`src/rtl/wdt_window.sv`:
```
// ---------------------------------------------------------------------------
// wdt_window -- windowed watchdog for the f8 system.
//
// A prescaled down-counter that must be kicked with a key before it reaches
// zero. An optional window rejects kicks that arrive too early. A lock bit
// freezes the configuration registers. A CPU trap, a timeout, a bad key or an
// early kick each raise a sys_reset pulse of PULSE_LEN cycles. Sticky cause
// flags record which event produced the most recent pulse.
//
// Ports
//   clk        in   1      system clock
//   reset      in   1      power-on reset, synchronous, active-high
//   trap       in   1      CPU illegal-op trap, converted to a watchdog reset
//   reg_wr     in   1      register write strobe, one cycle per write
//   reg_addr   in   2      0=CTRL 1=RELOAD 2=WINDOW 3=KICK
//   reg_wdata  in   CNT_W  write data
//   ctrl_out   out  8      {POR,0,KEYERR,TRAP,TIMEOUT,LOCK,WIN_EN,EN}
//   count_out  out  CNT_W  current counter value
//   sys_reset  out  1      reset | (state == PULSE)
// ---------------------------------------------------------------------------
module wdt_window #(
    parameter int          CNT_W     = 16,
    parameter int          PRESC_W   = 4,
    parameter int          PULSE_LEN = 8,
    parameter logic [7:0]  KEY       = 8'hA5
) (
    input  logic             clk,
    input  logic             reset,
    input  logic             trap,
    input  logic             reg_wr,
    input  logic [1:0]       reg_addr,
    input  logic [CNT_W-1:0] reg_wdata,
    output logic [7:0]       ctrl_out,
    output logic [CNT_W-1:0] count_out,
    output logic             sys_reset
);

    localparam logic [1:0] ST_IDLE  = 2'd0;
    localparam logic [1:0] ST_RUN   = 2'd1;
    localparam logic [1:0] ST_PULSE = 2'd2;

    localparam logic [1:0] ADDR_CTRL   = 2'd0;
    localparam logic [1:0] ADDR_RELOAD = 2'd1;
    localparam logic [1:0] ADDR_WINDOW = 2'd2;

    // Wide enough to hold PULSE_LEN-1 even when PULSE_LEN is 1.
    localparam int PC_W = $clog2(PULSE_LEN + 1);

    logic [1:0]         state_q,     state_d;
    logic [CNT_W-1:0]   count_q,     count_d;
    logic [CNT_W-1:0]   reload_q,    reload_d;
    logic [CNT_W-1:0]   window_q,    window_d;
    logic [PRESC_W-1:0] presc_q,     presc_d;
    logic [PC_W-1:0]    pulse_cnt_q, pulse_cnt_d;
    logic               en_q,        en_d;
    logic               win_en_q,    win_en_d;
    logic               lock_q,      lock_d;
    logic               f_timeout_q, f_timeout_d;
    logic               f_trap_q,    f_trap_d;
    logic               f_keyerr_q,  f_keyerr_d;
    logic               f_por_q,     f_por_d;

    logic tick;
    logic kick_wr;
    logic ev_trap;
    logic ev_keyerr;
    logic ev_timeout;

    // Event decode. Kicks are only meaningful while running; trap is ignored
    // while a pulse is already in progress so the pulse cannot be stretched.
    always_comb begin
        tick       = (state_q == ST_RUN) && (presc_q == '1);
        kick_wr    = reg_wr && (reg_addr == 2'd3) && (state_q == ST_RUN);
        ev_trap    = trap && (state_q != ST_PULSE);
        ev_keyerr  = kick_wr && ((reg_wdata[7:0] != KEY) ||
                                 (win_en_q && (count_q > window_q)));
        ev_timeout = tick && (count_q == '0);
    end

    // NOTE: every *_d gets a default from its *_q first, so no branch below
    // can leave a signal unassigned and infer a latch.
    always_comb begin
        state_d     = state_q;
        count_d     = count_q;
        reload_d    = reload_q;
        window_d    = window_q;
        presc_d     = presc_q;
        pulse_cnt_d = pulse_cnt_q;
        en_d        = en_q;
        win_en_d    = win_en_q;
        lock_d      = lock_q;
        f_timeout_d = f_timeout_q;
        f_trap_d    = f_trap_q;
        f_keyerr_d  = f_keyerr_q;
        f_por_d     = f_por_q;

        if (state_q == ST_PULSE) begin
            // Writes and trap are ignored here; only the pulse timer advances.
            if (pulse_cnt_q == PC_W'(PULSE_LEN - 1)) begin
                state_d  = ST_IDLE;
                en_d     = 1'b0;
                win_en_d = 1'b0;
                lock_d   = 1'b0;
                count_d  = reload_q;
            end else begin
                pulse_cnt_d = pulse_cnt_q + PC_W'(1);
            end
        end else begin
            if (state_q == ST_RUN) begin
                presc_d = presc_q + PRESC_W'(1);
                if (tick && (count_q != '0)) begin
                    count_d = count_q - CNT_W'(1);
                end
            end

            if (ev_trap || ev_keyerr || ev_timeout) begin
                // Priority trap > keyerr > timeout decides which cause sticks.
                state_d     = ST_PULSE;
                pulse_cnt_d = '0;
                presc_d     = '0;
                count_d     = count_q;
                lock_d      = 1'b0;
                f_por_d     = 1'b0;
                f_trap_d    = ev_trap;
                f_keyerr_d  = !ev_trap && ev_keyerr;
                f_timeout_d = !ev_trap && !ev_keyerr;
            end else if (kick_wr) begin
                count_d = reload_q;
                presc_d = '0;
            end else if (reg_wr && !lock_q) begin
                case (reg_addr)
                    ADDR_CTRL: begin
                        en_d     = reg_wdata[0];
                        win_en_d = reg_wdata[1];
                        lock_d   = reg_wdata[2];
                        if ((state_q == ST_IDLE) && reg_wdata[0]) begin
                            state_d = ST_RUN;
                            count_d = reload_q;
                            presc_d = '0;
                        end else if ((state_q == ST_RUN) && !reg_wdata[0]) begin
                            state_d = ST_IDLE;
                        end
                    end
                    ADDR_RELOAD: reload_d = reg_wdata;
                    ADDR_WINDOW: window_d = reg_wdata;
                    default: ; // KICK outside RUN is ignored
                endcase
            end
        end
    end

    // NOTE: sequential state uses non-blocking assignments only, so every
    // flop samples the values from before this edge.
    always_ff @(posedge clk) begin
        if (reset) begin
            state_q     <= ST_IDLE;
            count_q     <= '1;
            reload_q    <= '1;
            window_q    <= '1;
            presc_q     <= '0;
            pulse_cnt_q <= '0;
            en_q        <= 1'b0;
            win_en_q    <= 1'b0;
            lock_q      <= 1'b0;
            f_timeout_q <= 1'b0;
            f_trap_q    <= 1'b0;
            f_keyerr_q  <= 1'b0;
            f_por_q     <= 1'b1;
        end else begin
            state_q     <= state_d;
            count_q     <= count_d;
            reload_q    <= reload_d;
            window_q    <= window_d;
            presc_q     <= presc_d;
            pulse_cnt_q <= pulse_cnt_d;
            en_q        <= en_d;
            win_en_q    <= win_en_d;
            lock_q      <= lock_d;
            f_timeout_q <= f_timeout_d;
            f_trap_q    <= f_trap_d;
            f_keyerr_q  <= f_keyerr_d;
            f_por_q     <= f_por_d;
        end
    end

    assign ctrl_out  = {f_por_q, 1'b0, f_keyerr_q, f_trap_q, f_timeout_q,
                        lock_q, win_en_q, en_q};
    assign count_out = count_q;
    assign sys_reset = reset | (state_q == ST_PULSE);

endmodule

```
`config.mk`:
```
export PLATFORM = sky130hd
export DESIGN_NAME = wdt_window
export DESIGN_NICKNAME = d
export VERILOG_FILES = /design/src/rtl/wdt_window.sv
export SDC_FILE = /design/constraint.sdc
export NUM_CORES = 1
export LEC_CHECK = 0
export CAP_MARGIN = 20
export CORE_MARGIN = 2
export CORE_UTILIZATION = 33
export CTS_CLUSTER_SIZE = 14
export DETAILED_ROUTE_END_ITERATION = 16
export PLACE_DENSITY_LB_ADDON = 0.1
export REMOVE_ABC_BUFFERS = 1
export SLEW_MARGIN = 30
export SYNTH_ARGS = -nofsm -noshare
export SYNTH_HDL_FRONTEND = slang
export SYNTH_SLANG_ARGS = --single-unit
```
`constraint.sdc`:
```
create_clock -name clk -period 2.9 [get_ports clk]
set_input_delay 0.725 -clock clk [delete_from_list [all_inputs] [get_ports clk]]
set_output_delay 0.725 -clock clk [all_outputs]
set_load 0.005 [all_outputs]
```
; Word level (Yosys, flattened, before mapping)
; Cells that the tools add are included.
; W data, S select, Z words.
[word_totals]
latch_bits = 0
memories = 0
mem_bits_rw = 0
romBits = 0
in_bits = 22
ff_bits = 65
[classes]
n_mul = 0
eq_ne = 14
order_cmp = 1
mux = 42
bitwise_logic = 4
reduce_logical = 38
shifts = 0
add_sub_neg = 3
n_div = 0
[op_table]
columns = op, count
row1 = $mux W16, 9
row2 = $mux W4, 9
row3 = $reduce_and A5 Y1, 4
row4 = $gt A16 B16 Y1, 1
row5 = $logic_not A16 Y1, 1
row6 = $mux W1, 16
row7 = $mux W2, 8
row8 = $reduce_bool A16 Y1, 1
row9 = $sub A16 B1 Y16 const B, 1
row10 = $logic_and A1 B1 Y1, 13
row11 = $add A4 B1 Y4 const B, 2
row12 = $ne A8 B8 Y1 const B, 1
row13 = $eq A2 B2 Y1 const B, 3
row14 = $ne A2 B2 Y1 const B, 3
row15 = $reduce_and A2 Y1, 3
row16 = $reduce_bool A2 Y1, 3
row17 = $reduce_bool A3 Y1, 2
row18 = $eq A2 B1 Y1 const B, 2
row19 = $eq A4 B3 Y1 const B, 1
row20 = $eq A4 B4 Y1 const B, 1
row21 = $logic_not A1 Y1, 4
row22 = $logic_not A2 Y1, 2
row23 = $ne A2 B1 Y1 const B, 2
row24 = $reduce_and A4 Y1, 1
row25 = other kinds (5), 9

; Depth between registers and ports, before layout
[depth]
depth_word = 11
mapped_depth = 11

; Least setup slack after synthesis
; Ideal clock, no wire load.
[synth_timing]
kind = input to register
from = input port reg_addr[1]
to = register count_q[10] (netlist: count_out[10])
arrival_ns = 2.489
required_time_ns = 2.778
setup_time_ns = 0.122
slack_ns = 0.289
cell_stages = 5
cell_sequence = or4b_2 > o311ai_2 > buf_2 > o21ai_0 > a221o_1
[synth_via]
elab_chain_len = 8
word_cells_on_any_way = 14
[synth_rtl]
columns = item, line
row1 = "start, declared", 31  ; input logic [1:0] reg_addr,
row2 = $eq A2 B2 Y1, 73  ; kick_wr = reg_wr && (reg_addr == 2'd3) && (state_q == ST_RUN);
row3 = $logic_and A1 B1 Y1 (2 in a row), 73
row4 = $logic_and A1 B1 Y1, 75  ; ev_keyerr = kick_wr && ((reg_wdata[7:0] != KEY) ||
row5 = $logic_or A1 B1 Y1 (2 in a row), 116  ; if (ev_trap || ev_keyerr || ev_timeout) begin
row6 = $ne A2 B1 Y1 (no source line), --
row7 = $reduce_and A2 Y1 (no source line), --
row8 = "end signal, assigned", 171  ; count_q <= count_d;
row9 = "end, declared", 50  ; logic [CNT_W-1:0] count_q, count_d;
; Several ways; a longest one is shown, not always the timed one. The select of a mux whose other input is x is not followed.
; A chain may end at the register's enable or synchronous reset.

; Worst setup path in the final report
[layout_timing]
from = input port reg_wr
to = register count_q[10] (netlist: count_out[10])
[layout_via]
elab_chain_len = 7
word_cells_on_any_way = 12
[layout_rtl]
columns = item, line
row1 = "start, declared", 30  ; input logic reg_wr,
row2 = $logic_and A1 B1 Y1 (2 in a row), 73
row3 = $logic_and A1 B1 Y1, 75
row4 = $logic_or A1 B1 Y1 (2 in a row), 116
row5 = $ne A2 B1 Y1 (no source line), --
row6 = $reduce_and A2 Y1 (no source line), --
; Several ways; a longest one is shown, not always the timed one. The select of a mux whose other input is x is not followed.

==> flow_summary.yaml <==
timing:
  fmax_mhz: 360
  tightest_slew_ns: 0.830
  setup_tns_ns: 0
  setup_violations: 0
  fin_crit_sh: 0.957
  final-hold-violation-count: 0
  finalCriticalPeriod_ns: 2.78
  worst_clock_skew_ns: 0.00727
  hold-worst-slack_ns: 0.453
  rsz0062_at_grt: "false"
  max_slew_margin: 0.446
  slew_viol_final: 0
route:
  ant_nets: 0
  vias: 3485
  drtIter0Drc: 155
  vias_per_cell: 5.40
  dr.pass1.iters: 4
  drt_wl_total_um: 10600
  drc_errors: 0
  wl_per_cell_um: 16.4
final_layout:
  layout_commonest_cell: "dfxtp_1"
  area_delta_synth_final_pct: 29.5
  diodes: 0
  nFillCells: 1125
  final-seq-area_sq_mm: 0.00130
  nets: 541
  drive_gt1_frac: 0.160
  multi_input_area_sq_mm: 0.00204
  fin_util: 0.433
  final_area_sq_mm: 0.00466
  most-common-layout-cells: "dfxtp_1, nand2_1, buf_4, clkdlybuf4s50_1"
clock_network:
  post_cts_buffers: 0
  htree_levels: 3
  clk_pin_slew_ns: 0.07
  cts_sinks: 65
  cts_resized: 0
  cts_tree: "done"
  clk_path_buf_depth: 2
  clk_latency_ns: 0.35
  hold_buffers: 0
  cts-root-buf: "clkbuf_8"
  cts-buffers-inserted: 9
global_route:
  grt_use_total: 0.193
  grt_pass1_vias: 3455
  antenna_found_initial: 0
  grt_max_degree: 47
  grt_pass1_wl_um: 17700
  grt-ovfl-total: 0
power:
  pwr-share-clk: 0.392
  p_total_mw: 2.10
  combPwrFrac: 0.161
  switching_share: 0.263
  leakagePower_nw: 1.88
  p_switching_mw: 0.551
  p_seq_frac: 0.447
  internal_power_mw: 1.54
  ir_drop_mv: 0.264
  powerDensity_mw_per_mm2: 450
synth:
  syn_area_per_cell_sq_um: 8.42
  ys.flop_type: "dfxtp_1"
  synth_area_sq_mm: 0.00360
  synth_edf_count: 0
  syn_inst: 427
  netlist.top_cell.by_area: "dfxtp_1"
  yosysUniqueCellTypes: 58
  async_flop_share: 0
  yosys.area.top_type_share: 0.362
  ys_warn_count: 0
  yosys-top-cells-area: "dfxtp_1, ha_1, nand2_1, mux2i_1, o211ai_1"
  yosysSeqAreaShare: 0.362
  ys_ff_latch: 65
floorplanning:
  dieHeight_um: 108
  ios: 47
  start_util: 0.335
  core_area_sq_mm: 0.0107
  die_w_um: 108
  die_area_sq_mm: 0.0117
  rows: 38
setup_path:
  path_cells: "clkdlybuf4s50_1 > or4b_2 > o311a_1 > buf_4 > o21ai_0 > nand3_1 > a221o_1"
  cp_data_required_time_ns: 3.13
  startpoint_type: "input port"
  critPathMaxStageDelay_ns: 0.63
  cp.buffers_inverters: 2
  slowest_stage: "or4b_2"
  critical_path.top_delay_family: "compound AO/OA/AOI/OAI gates"
  crit_type: "input port to flip-flop"
  crit_path_max_fanout: 13
  cp-end-kind: "flip-flop"
  critPathArrivalTime_ns: 3.01
place:
  port_buffers: 45
  placed_area_sq_mm: 0.00445
  hpwl_um: 7630
  globalplace.congestion: 0.807
run_status:
  status: "complete, no violations"
run:
  cap_viol_max_count: 0
hold_path:
  hp-class: "flip-flop to flip-flop"
path summary, 6_finish.rpt:
path / to / startpoint / cells past startpoint / slack [ns]
setup reg to reg: count_out[9] / count_out[13] / 8 / 0.27
hold reg to reg: f_timeout_q / f_timeout_q / 2 / 0.45
setup / recovery: count_out[10] / reg_wr / 7 / 0.12
hold / removal: f_timeout_q / f_timeout_q / 2 / 0.45
power by group through the flow:
| stage | combinational [mW] | clock (mW) | sequential, mW |
|---|---|---|---|
| finish | 0.338 | 0.821 | 0.937 |
| global route | 0.374 | 0.884 | 0.940 |
| CTS | 0.341 | 0.847 | 0.936 |
| detailed placement | 0.339 | 0 | 0.957 |
| global placement | 0.337 | 0 | 0.957 |
| floorplan | 0.162 | 0 | 0.956 |
kinds of logic (layout without fill, tap and decap cells):
| logic type | count (synthesis) | after routing | share of synthesized area |
|---|---|---|---|
| AO/OA/AOI/OAI | 115 | 115 | 0.227 |
| AND/OR/NAND/NOR | 152 | 152 | 0.218 |
| buffers and inverters | 57 | 135 | 0.0762 |
| other | 1 | 1 | 0.00104 |
| flip-flops | 65 | 65 | 0.362 |
| multiplexers | 18 | 18 | 0.0501 |
| adder cells (fa/ha/maj) | 19 | 19 | 0.0661 |
per-stage QoR:
step | setup slack, ns | instances
floorplan | -0.932 | 392
global placement | -0.302 | 629
detailed placement | -0.220 | 629
CTS | 0.153 | 645
global route | 0.00467 | 645
finish | 0.125 | 645
cell type report:
cell class	instances	area share
Sequential cell	65	0.279
Inverter	22	0.0177
Tap cell	140	0.0376
Clock inverter	2	0.00752
Timing Repair Buffer	97	0.183
Multi-Input combinational cell	305	0.437
Clock buffer	14	0.0371
Yosys cell counts, types with 7 or more instances:
master     n
o211ai_1  16
ha_1      19
a31oi_1    7
clkbuf_1  18
o21ai_0   20
mux2i_1   18
dfxtp_1   65
nand2_1   58
nor2_1    19
a311oi_1   7
inv_1     21
nand3_1   20
nand4_1   10
buf_4      8
a21oi_1   21
nor3_1     8
layer usage:
layer / global-route usage / wire length [um] / share of wire / up-vias
li1: - / - / - / 1727
met1: 0.263 / 5280 / 0.50 / 1665
met4: 0.0760 / 194 / 0.018 / 0
met3: 0.0253 / 406 / 0.038 / 19
met2: 0.310 / 4720 / 0.45 / 74
met5: 0 / 0 / 0 / -
worst register-to-register path, stage by stage (launching register included):
cell      delay, ns
dfxtp_1        0.35
or4_1          0.61
buf_4          0.20
or4_1          0.56
nand4_1        0.20
nor4_1         0.09
o21a_1         0.18
a211oi_1       0.23
a31oi_1        0.06
registers in the layout, summed over array words and instances, names as in the netlist, 2 cells and up:
| signal | cells |
|---|---|
| count_out | 16 |
| state_q | 2 |
| presc_q | 4 |
| pulse_cnt_q | 4 |
| reload_q | 16 |
| window_q | 16 |
Note: power is estimated with default switching activity, not from simulation.
